**src/rtl/vga_pkg.sv**
```systemverilog
// rtl/vga_pkg.sv - shared geometry, default timing and FSM state type for the VGA capture path
package vga_pkg;

    // Captured frame geometry and video RAM address width
    localparam int H_PIXELS = 128;
    localparam int V_ROWS   = 96;
    localparam int ADDR_W   = 14;

    // Default 640x480@60 timing expressed in 50 MHz system clock cycles
    localparam int DEF_H_SYNC_CYC   = 192;
    localparam int DEF_H_BP_CYC     = 96;
    localparam int DEF_H_PIX_CYC    = 10;
    localparam int DEF_V_SYNC_LINES = 2;
    localparam int DEF_V_BP_LINES   = 33;
    localparam int DEF_V_LINE_REP   = 5;

    // Line-period check: slack added to sync+porch+active, and allowed deviation
    localparam int LINE_MARGIN = 32;
    localparam int LINE_TOL    = 2;

    typedef enum logic [1:0] {
        ST_IDLE    = 2'd0,
        ST_ARMED   = 2'd1,
        ST_CAPTURE = 2'd2,
        ST_DONE    = 2'd3
    } cap_state_t;

endpackage

```
**src/rtl/vga_sync_edge.sv**
```systemverilog
// rtl/vga_sync_edge.sv - two-flop synchroniser with falling-edge pulse for one sync line
//
// Ports:
//   clk    system clock
//   reset  asynchronous active-low reset
//   din    asynchronous input
//   s_out  synchronised level
//   fall   one-cycle pulse when s_out goes 1->0
module vga_sync_edge (
    input  logic clk,
    input  logic reset,
    input  logic din,
    output logic s_out,
    output logic fall
);

    logic meta_q, meta_d;
    logic sync_q, sync_d;
    logic prev_q, prev_d;

    always_comb begin
        meta_d = din;
        sync_d = meta_q;
        prev_d = sync_q;
    end

    always_ff @(posedge clk or negedge reset) begin
        if (!reset) begin
            meta_q <= 1'b0;
            sync_q <= 1'b0;
            prev_q <= 1'b0;
        end else begin
            meta_q <= meta_d;
            sync_q <= sync_d;
            prev_q <= prev_d;
        end
    end

    // prev resets low so the idle-high sync rising out of reset never looks like an edge
    assign s_out = sync_q;
    assign fall  = prev_q & ~sync_q;

endmodule

```
**src/rtl/vga_capture.sv**
```systemverilog
// rtl/vga_capture.sv - captures one decimated 128x96 VGA frame into video RAM per start request
//
// Optional feature macro: VGA_CAPTURE_LINE_CHECK_EN (adds sticky sync_err line-period checker)
//
// Ports:
//   clk, reset                 system clock, asynchronous active-low reset
//   cap_start                  one-cycle pulse arming a capture (ignored while busy)
//   vga_hsync, vga_vsync       incoming active-low syncs
//   vga_red/green/blue         incoming 1-bit colour
//   wr_en, wr_addr             video RAM write strobe and {row, col} address
//   wr_red/green/blue          video RAM write data
//   busy                       high from arm until frame_done
//   frame_done                 one-cycle pulse the cycle after the final write
//   sync_err                   (feature only) sticky line-period mismatch flag
module vga_capture
    import vga_pkg::*;
#(
    parameter int H_SYNC_CYC   = DEF_H_SYNC_CYC,
    parameter int H_BP_CYC     = DEF_H_BP_CYC,
    parameter int H_PIX_CYC    = DEF_H_PIX_CYC,
    parameter int V_SYNC_LINES = DEF_V_SYNC_LINES,
    parameter int V_BP_LINES   = DEF_V_BP_LINES,
    parameter int V_LINE_REP   = DEF_V_LINE_REP
) (
    input  logic              clk,
    input  logic              reset,
    input  logic              cap_start,
    input  logic              vga_hsync,
    input  logic              vga_vsync,
    input  logic              vga_red,
    input  logic              vga_green,
    input  logic              vga_blue,
    output logic              wr_en,
    output logic [ADDR_W-1:0] wr_addr,
    output logic              wr_red,
    output logic              wr_green,
    output logic              wr_blue,
    output logic              busy,
    output logic              frame_done
`ifdef VGA_CAPTURE_LINE_CHECK_EN
    ,
    output logic              sync_err
`endif
);

    localparam int H_START = H_SYNC_CYC + H_BP_CYC;
    localparam logic [10:0] FIRST_SAMPLE = 11'(H_START + H_PIX_CYC / 2);
    localparam logic [4:0]  PH_LAST      = 5'(H_PIX_CYC - 1);
    localparam logic [9:0]  V_START_L    = 10'(V_SYNC_LINES + V_BP_LINES);
    localparam logic [9:0]  V_END_L      = 10'(V_SYNC_LINES + V_BP_LINES + V_ROWS * V_LINE_REP);
    localparam logic [3:0]  SUB_LAST     = 4'(V_LINE_REP - 1);
    localparam logic [6:0]  ROW_LAST     = 7'(V_ROWS - 1);
    localparam logic [6:0]  COL_LAST     = 7'(H_PIXELS - 1);
    localparam logic [ADDR_W-1:0] LAST_ADDR = {ROW_LAST, COL_LAST};

    // Input conditioning
    logic s_hsync, s_vsync, hfall, vfall;
    logic [2:0] rgb_meta_q, rgb_meta_d, s_rgb_q, s_rgb_d;

    vga_sync_edge u_hsync (.clk(clk), .reset(reset), .din(vga_hsync), .s_out(s_hsync), .fall(hfall));
    vga_sync_edge u_vsync (.clk(clk), .reset(reset), .din(vga_vsync), .s_out(s_vsync), .fall(vfall));

    // Counters and state
    cap_state_t state_q, state_d;
    logic [10:0] hcnt_q, hcnt_d;
    logic [9:0]  vcnt_q, vcnt_d, new_line;
    logic        vpend_q, vpend_d;
    logic        act_q, act_d;
    logic [6:0]  row_q, row_d;
    logic [3:0]  sub_q, sub_d;
    logic [6:0]  col_q, col_d;
    logic [4:0]  ph_q, ph_d;
    logic        pix_on_q, pix_on_d;
    logic        hit, sample;

    logic              wr_en_q, wr_en_d;
    logic [ADDR_W-1:0] wr_addr_q, wr_addr_d;
    logic [2:0]        wr_rgb_q, wr_rgb_d;

    always_comb begin
        rgb_meta_d = {vga_red, vga_green, vga_blue};
        s_rgb_d    = rgb_meta_q;
    end

    always_comb begin
        hcnt_d = hcnt_q;
        if (hfall) begin
            hcnt_d = 11'd0;
        end else if (hcnt_q != 11'h7FF) begin
            hcnt_d = hcnt_q + 11'd1;
        end
    end

    // vpend remembers a vfall not yet followed by an hfall, so that hfall starts line 0.
    always_comb begin
        vcnt_d   = vcnt_q;
        vpend_d  = vpend_q;
        act_d    = act_q;
        row_d    = row_q;
        sub_d    = sub_q;
        new_line = (vfall || vpend_q) ? 10'd0 :
                   ((vcnt_q == 10'h3FF) ? vcnt_q : vcnt_q + 10'd1);
        if (hfall) begin
            vcnt_d  = new_line;
            vpend_d = 1'b0;
            act_d   = (new_line >= V_START_L) && (new_line < V_END_L);
            if (new_line == V_START_L) begin
                row_d = 7'd0;
                sub_d = 4'd0;
            end else if (act_d) begin
                if (sub_q == SUB_LAST) begin
                    sub_d = 4'd0;
                    row_d = row_q + 7'd1;
                end else begin
                    sub_d = sub_q + 4'd1;
                end
            end
        end else if (vfall) begin
            // Abandon the rest of the current line; a new frame is starting
            vcnt_d  = 10'd0;
            vpend_d = 1'b1;
            act_d   = 1'b0;
        end
    end

    // Pixel-cell walker: first sample at FIRST_SAMPLE, then every H_PIX_CYC cycles,
    // stopping after the last column so a long line cannot wrap back to column 0.
    always_comb begin
        col_d    = col_q;
        ph_d     = ph_q;
        pix_on_d = pix_on_q;
        hit      = 1'b0;
        if (hfall) begin
            col_d    = 7'd0;
            ph_d     = 5'd0;
            pix_on_d = 1'b0;
        end else if ((pix_on_q && (ph_q == PH_LAST)) ||
                     (!pix_on_q && (hcnt_q == FIRST_SAMPLE) && (col_q == 7'd0))) begin
            hit  = 1'b1;
            ph_d = 5'd0;
            if (col_q == COL_LAST) begin
                pix_on_d = 1'b0;
            end else begin
                pix_on_d = 1'b1;
                col_d    = col_q + 7'd1;
            end
        end else if (pix_on_q) begin
            ph_d = ph_q + 5'd1;
        end
    end

    // Pixels are only taken from the visible region, where both syncs are deasserted
    assign sample = hit && act_q && (sub_q == 4'd0) && (state_q == ST_CAPTURE) &&
                    !vfall && s_hsync && s_vsync;

    always_comb begin
        wr_en_d   = sample;
        wr_addr_d = sample ? {row_q, col_q} : wr_addr_q;
        wr_rgb_d  = sample ? s_rgb_q : wr_rgb_q;
    end

    always_comb begin
        state_d = state_q;
        case (state_q)
            ST_IDLE:    if (cap_start) state_d = ST_ARMED;
            ST_ARMED:   if (vfall) state_d = ST_CAPTURE;
            ST_CAPTURE: if (wr_en_q && (wr_addr_q == LAST_ADDR)) state_d = ST_DONE;
            ST_DONE:    state_d = ST_IDLE;
            default:    state_d = ST_IDLE;
        endcase
    end

    always_ff @(posedge clk or negedge reset) begin
        if (!reset) begin
            rgb_meta_q <= 3'd0;
            s_rgb_q    <= 3'd0;
            state_q    <= ST_IDLE;
            hcnt_q     <= 11'd0;
            vcnt_q     <= 10'd0;
            vpend_q    <= 1'b0;
            act_q      <= 1'b0;
            row_q      <= 7'd0;
            sub_q      <= 4'd0;
            col_q      <= 7'd0;
            ph_q       <= 5'd0;
            pix_on_q   <= 1'b0;
            wr_en_q    <= 1'b0;
            wr_addr_q  <= '0;
            wr_rgb_q   <= 3'd0;
        end else begin
            rgb_meta_q <= rgb_meta_d;
            s_rgb_q    <= s_rgb_d;
            state_q    <= state_d;
            hcnt_q     <= hcnt_d;
            vcnt_q     <= vcnt_d;
            vpend_q    <= vpend_d;
            act_q      <= act_d;
            row_q      <= row_d;
            sub_q      <= sub_d;
            col_q      <= col_d;
            ph_q       <= ph_d;
            pix_on_q   <= pix_on_d;
            wr_en_q    <= wr_en_d;
            wr_addr_q  <= wr_addr_d;
            wr_rgb_q   <= wr_rgb_d;
        end
    end

    assign wr_en      = wr_en_q;
    assign wr_addr    = wr_addr_q;
    assign wr_red     = wr_rgb_q[2];
    assign wr_green   = wr_rgb_q[1];
    assign wr_blue    = wr_rgb_q[0];
    assign busy       = (state_q != ST_IDLE);
    assign frame_done = (state_q == ST_DONE);

`ifdef VGA_CAPTURE_LINE_CHECK_EN
    localparam int LINE_TOTAL = H_START + H_PIXELS * H_PIX_CYC + LINE_MARGIN;
    localparam logic [11:0] PER_MIN = 12'(LINE_TOTAL - LINE_TOL);
    localparam logic [11:0] PER_MAX = 12'(LINE_TOTAL + LINE_TOL);

    logic        sync_err_q, sync_err_d;
    logic [11:0] period;

    // hcnt holds period-1 in the cycle the closing hfall is seen
    always_comb begin
        period     = {1'b0, hcnt_q} + 12'd1;
        sync_err_d = sync_err_q;
        if (cap_start) begin
            sync_err_d = 1'b0;
        end else if ((state_q == ST_CAPTURE) && hfall && ((period < PER_MIN) || (period > PER_MAX))) begin
            sync_err_d = 1'b1;
        end
    end

    always_ff @(posedge clk or negedge reset) begin
        if (!reset) begin
            sync_err_q <= 1'b0;
        end else begin
            sync_err_q <= sync_err_d;
        end
    end

    assign sync_err = sync_err_q;
`endif

endmodule

```
**config.mk**
```make
export PLATFORM = sky130hd
export DESIGN_NAME = vga_capture
export DESIGN_NICKNAME = d
export VERILOG_FILES = /design/src/rtl/vga_pkg.sv /design/src/rtl/vga_sync_edge.sv /design/src/rtl/vga_capture.sv
export SDC_FILE = /design/constraint.sdc
export NUM_CORES = 1
export LEC_CHECK = 0
export ABC_AREA = 1
export CORE_UTILIZATION = 30
export DETAILED_ROUTE_END_ITERATION = 6
export SETUP_SLACK_MARGIN = 0.15
export SYNTH_ARGS = -nofsm -noshare
export SYNTH_HDL_FRONTEND = slang
export SYNTH_SLANG_ARGS = --single-unit
```
**constraint.sdc**
```tcl
create_clock -name clk -period 5.4 [get_ports clk]
set_input_delay 1.08 -clock clk [delete_from_list [all_inputs] [get_ports clk]]
set_output_delay 1.08 -clock clk [all_outputs]
set_load 0.005 [all_outputs]
```
After elaboration in Yosys (flattened, before gate mapping)

Cells that the tools add are included.

Input bits: 8
Logic and storage cells: 108
Register bits: 79
Output and inout port bits: 20

$add $sub $neg: 6
Bitwise logic cells: 4
Reduce and logical (&&, ||, !) cells: 29
Order comparisons: 2
Equality and inequality tests: 15
Mux-type cells: 31

Operators with widths:

| kind                                                                                  | count |
|---|---|
| 7-bit two-way mux                                                                     | 6 |
| 10-bit two-way mux                                                                    | 4 |
| 11-bit two-way mux                                                                    | 2 |
| 5-bit two-way mux                                                                     | 3 |
| 7-bit by 1-bit adder with 7-bit output (second input constant)                        | 2 |
| 14-bit == test (second input constant)                                                | 1 |
| 4-bit two-way mux                                                                     | 3 |
| 2-bit nonzero test                                                                    | 6 |
| 11-bit by 1-bit adder with 11-bit output (second input constant)                      | 1 |
| 11-bit by 9-bit == test with 1-bit output (second input constant)                     | 1 |
| 1-bit logical AND                                                                     | 11 |
| 11-bit inequality test (second input constant)                                        | 1 |
| 10-bit by 1-bit adder with 10-bit output (second input constant)                      | 1 |
| 10-bit == test (second input constant)                                                | 1 |
| 10-bit by 6-bit == test with 1-bit output (second input constant)                     | 1 |
| 10-bit by 6-bit greater-or-equal comparator with 1-bit output (second input constant) | 1 |
| 10-bit < comparator (second input constant)                                           | 1 |
| 1-bit two-way mux                                                                     | 9 |
| 2-bit case mux with 4 select lines                                                    | 1 |
| 7-bit == test (second input constant)                                                 | 1 |
| 7-bit zero test                                                                       | 1 |
| 2-bit two-way mux                                                                     | 3 |
| 2-bit inequality test (second input constant)                                         | 3 |
| 3-bit AND reduction                                                                   | 2 |
| other kinds (15)                                                                      | 21 |

Logic depth before layout (Yosys ltp)

Word-level depth: 12
Depth in mapped cells: 17
Depth with buffers taken out: 17

By module

From an unflattened synthesis, not the netlist that was laid out.

Cell total of the unflattened synthesis: 474
Area, all modules: 4025.1 sq um

Modules (own cells, without submodules):

| module        | area an instance (sq um) | times used | cells each | sequential area each (sq um) |
|---|---|---|---|---|
| vga_capture   | 3854.9                   | 1          | 464        | 1826.8 |
| vga_sync_edge | 85.1                     | 2          | 5          | 75.1 |

Worst setup path after synthesis

No wires, ideal clock.

Kind: register -> register
From: register vcnt_q[0]
To: register row_q[0]
Cell stages (with the launch flop): 15
Path buffers: 0
Clock period less this slack: 1.883 ns
Data arrival time: 1.767 ns
Required time: 5.284 ns
Setup time: 0.116 ns
Setup slack: 3.517 ns
Cells stage by stage: dfrtp_1 > ha_1 > nand2_2 > nor2_4 > nand3_4 > nand2_2 > nand2_1 > clkinv_1 > nand3_2 > nor2_2 > nand3_2 > nand2_1 > nand3_2 > nand2_1 > nand2_1

Cells in the longest elaborated chain, start to end: 7
Elaborated cells on any way between the ends: 12
Those cells by class: 1 x add/sub; 2 x order compare; 2 x eq/ne; 3 x mux; 4 x reduce/logical

RTL lines:

| element                                                                                              | line               | source |
|---|---|---|
| start, declared                                                                                      | vga_capture.sv:66  | `logic [9:0] vcnt_q, vcnt_d, new_line;` |
| start signal, assigned                                                                               | vga_capture.sv:195 | `vcnt_q <= vcnt_d;` |
| 10-bit by 1-bit adder with 10-bit output or 10-bit == test (tied branches)                           | vga_capture.sv:102 | `((vcnt_q == 10'h3FF) ? vcnt_q : vcnt_q + 10'd1);` |
| 10-bit two-way mux (*)                                                                               | vga_capture.sv:102 |  |
| 10-bit two-way mux (*)                                                                               | vga_capture.sv:101 | `new_line = (vfall \|\| vpend_q) ? 10'd0 :` |
| 10-bit by 6-bit greater-or-equal comparator with 1-bit output or 10-bit < comparator (tied branches) | vga_capture.sv:106 | `act_d = (new_line >= V_START_L) && (new_line < V_END_L);` |
| 1-bit logical AND                                                                                    | vga_capture.sv:106 |  |
| 2-bit nonzero test (no source line)                                                                  | n/a                |  |
| 3-bit AND reduction (no source line)                                                                 | n/a                |  |
| end signal, assigned                                                                                 | vga_capture.sv:198 | `row_q <= row_d;` |
| end, declared                                                                                        | vga_capture.sv:69  | `logic [6:0] row_q, row_d;` |

Every way passes the cells marked *; elsewhere a longest branch is shown, timed or not.
A chain may end at the register's enable or synchronous reset.

Worst setup path in the final report

From: register state_q[0]
To: output port busy

Cells in the longest elaborated chain, start to end: 1

RTL lines:

| element                | line               | source |
|---|---|---|
| start, declared        | vga_capture.sv:64  | `cap_state_t state_q, state_d;` |
| start signal, assigned | vga_capture.sv:193 | `state_q <= state_d;` |
| 2-bit nonzero test     | vga_capture.sv:214 | `assign busy = (state_q != ST_IDLE);` |
| end, declared          | vga_capture.sv:38  | `output logic busy,` |

Every way passes these cells.

==> flow_summary.toml <==
[run_status]
status = "finished, final reports clean"

[clocking]
htree_num_levels = 3
cts_sinks = 79
cts_tree = "done"
cts_buffers = 9
cts_resized = 0
path_clk_slew_ps = 70
clk_latency_ps = 340
cts_setup_buffers = 0
clockRootBuffer = "clkbuf_16"
cts_hold_buf = 0
clockBufferDepth = 2

[synthesis]
syn_inst = 477
syn_nets = 500
yosys-top-cells-count = "nand2_1, dfrtp_1, inv_1"
synth_enable_flop_cells = 0
synth_top_cell_area_share_pct = 49.6
synth_top_area_cell = "dfrtp_1"
syn_area_um2 = 3990
yosysSeqAreaShare_pct = 49.6
yosys_warnings = 0
synth-seq-cells = 79
synth.avg_cell_area_um2 = 8.36
synthFlopType = "dfrtp_1"
synth_cell_types = 31
synthTopCellsByArea = "dfrtp_1, nand2_1, inv_1"
synth.most_common_cell = "nand2_1"
ys_async_sr_fraction_pct = 100

[final_layout]
area_growth_pct = 18.9
fin_util_pct = 37.1
nets = 532
layout-drive-gt1-share_pct = 6.61
antenna_cells = 0
final_area_um2 = 4740

[drt]
drt_pass1_iterations = 5
drt-initial-drc-count = 187
via_count = 3214
viasPerCell = 4.69
drt-total-wl_mm = 8.37
antenna_left = 0
wl_per_cell_um = 12.2
route.detailed.drc = 0

[placed_design]
place_congestion = 0.874
post-dp-hpwl_mm = 5.82
dpl_cell_area_um2 = 4440
post-place-ws_ps = 3070
port-buffer-count = 27

[min_path]
hp-class = "flip-flop to flip-flop"
min_to = "s_rgb_q[0]$_DFF_PN0_"
hp-start = "rgb_meta_q[0]$_DFF_PN0_"
hold_depth = 0

[setup_path]
critPathMostFrequentCell = "inv_1"
rr_startpoint = "col_q[0]$_DFFE_PN0P_"
critPathRequiredTime_ps = 4320
rrSetupSlack_ps = 3040
reg2reg_to = "wr_addr[7]$_DFFE_PN0P_"
cpPeakStageDelay_ps = 490
path_max_fanout = 4
cp_slowest_cell = "clkdlybuf4s50_1"
cp-end-kind = "output port"
timing_worst_setup_path_type = "flip-flop to output port"
crit_chain = "inv_1, ha_1, inv_1, clkdlybuf4s50_1"
reg2regPathDepth = 10
cp-start-kind = "flip-flop"
arrival_ps = 1600

[floorplanning]
die_h_um = 117
core_um2 = 12800
ioPinCount = 28
fp.dieArea_um2 = 13800
rows = 41
initial_core_util_pct = 31.2
die_w_um = 117

[timing]
drv_slew = 0
period_share_pct = 49.7
rsz0062_at_grt = "false"
fin_worst_skew_ps = 5.58
fin_ws_ps = 2720
maxSlewHeadroom_pct = 30.8
finalHoldViolCount = 0
max_freq_mhz = 373
setup_viol = 0
tightest_slew_ps = 1040
min_period_ps = 2680
finalSetupTns_ps = 0

[global_routing]
grt-ovfl-total = 0
grt_pass1_wl_mm = 14.2
grt_usage_pct = 13.5
antenna_found_initial = 0
grt_max_degree = 80
first_global_vias = 3101

[flow_run]
drv_cap = 0

[power_and_ir_drop]
powerDensity_nw_per_um2 = 313
power_w = 0.00148
p_leak_nw = 2.23
peakVddDrop_uv = 185
## logic make-up (layout without fill, tap and decap cells)
kind of cell | Yosys count | in the layout | share of synthesized area (%)
flops | 79 | 79 | 49.6
buf+inv | 71 | 108 | 6.78
compound gates | 61 | 61 | 8.51
simple gates | 237 | 237 | 27.3
xor+xnor | 14 | 14 | 3.08
fa+ha+maj | 15 | 15 | 4.71
## cell type report
type                            instances  area (um^2)
Tap cell                              172          215
Multi-Input combinational cell        327         1740
Fill cell                            1280         8040
Clock inverter                          7         70.1
Inverter                               65          244
Clock buffer                            9          225
Sequential cell                        79         1980
Timing Repair Buffer                   27          268
## critical path, delay by kind of cell, from the launching register on
kind	cells	cell delay [ps]
adder cells (fa/ha/maj)	1	210
buffers and inverters	3	660
flip-flops	1	390
## worst max path at each step
stage	start	slack (ps)	to
global placement	col_q[0]$_DFFE_PN0P_	3090	wr_addr[7]$_DFFE_PN0P_
floorplan	vcnt_q[0]$_DFFE_PN0P_	3520	row_q[0]$_DFFE_PN0P_
finish	state_q[0]$_DFFE_PN0P_	2720	busy
detailed placement	col_q[0]$_DFFE_PN0P_	3070	wr_addr[7]$_DFFE_PN0P_
global route	state_q[0]$_DFFE_PN0P_	2630	busy
CTS	state_q[0]$_DFFE_PN0P_	2700	busy
## metrics by stage
step	cells	hold WS, ps
2_1_floorplan	477	331
3_3_place_gp	670	333
3_5_place_dp	670	336
4_1_cts	686	352
5_1_grt	686	361
6_report	686	351
## sequential cells by signal (all words and copies together), names as in the netlist, 2 cells and up
register and count:
col_q 7, vcnt_q 10, wr_rgb_q 3, rgb_meta_q 3
sub_q 4, row_q 7, ph_q 5, hcnt_q 11
wr_addr 14, s_rgb_q 3, state_q 2
## per-layer routing
metal	part of all wire (%)	up-vias	global-route usage [%]
met2	46	57	21.3
met5	0	-	0
met4	1.8	0	6.24
li1	-	1628	-
met1	48	1517	17.5
met3	4.1	12	3.45
## placed cells by master, fill, tap and decap left out, types with 2 or more instances in the layout
cell,n
clkbuf_16,9
nand3_1,38
nand2_2,5
nor2_1,31
dfrtp_1,79
o22ai_1,14
inv_8,4
xor2_1,12
nor4_1,3
nor3_1,12
nand4_1,16
a21oi_1,9
nand3_2,3
inv_1,63
ha_1,15
nor2_2,2
nand3b_1,2
o21ai_0,32
inv_6,2
clkdlybuf4s50_1,26
a31oi_1,2
xnor2_1,2
nor2_4,3
nand2_1,119
## power by group
part           switching (W)  leakage, nW  total, W  internal, W
Clock               0.000282        0.144  0.000610     0.000328
Sequential         0.0000408         1.05  0.000676     0.000635
Combinational       0.000119         1.03  0.000197    0.0000785
Note: power is estimated with default switching activity, not from simulation.
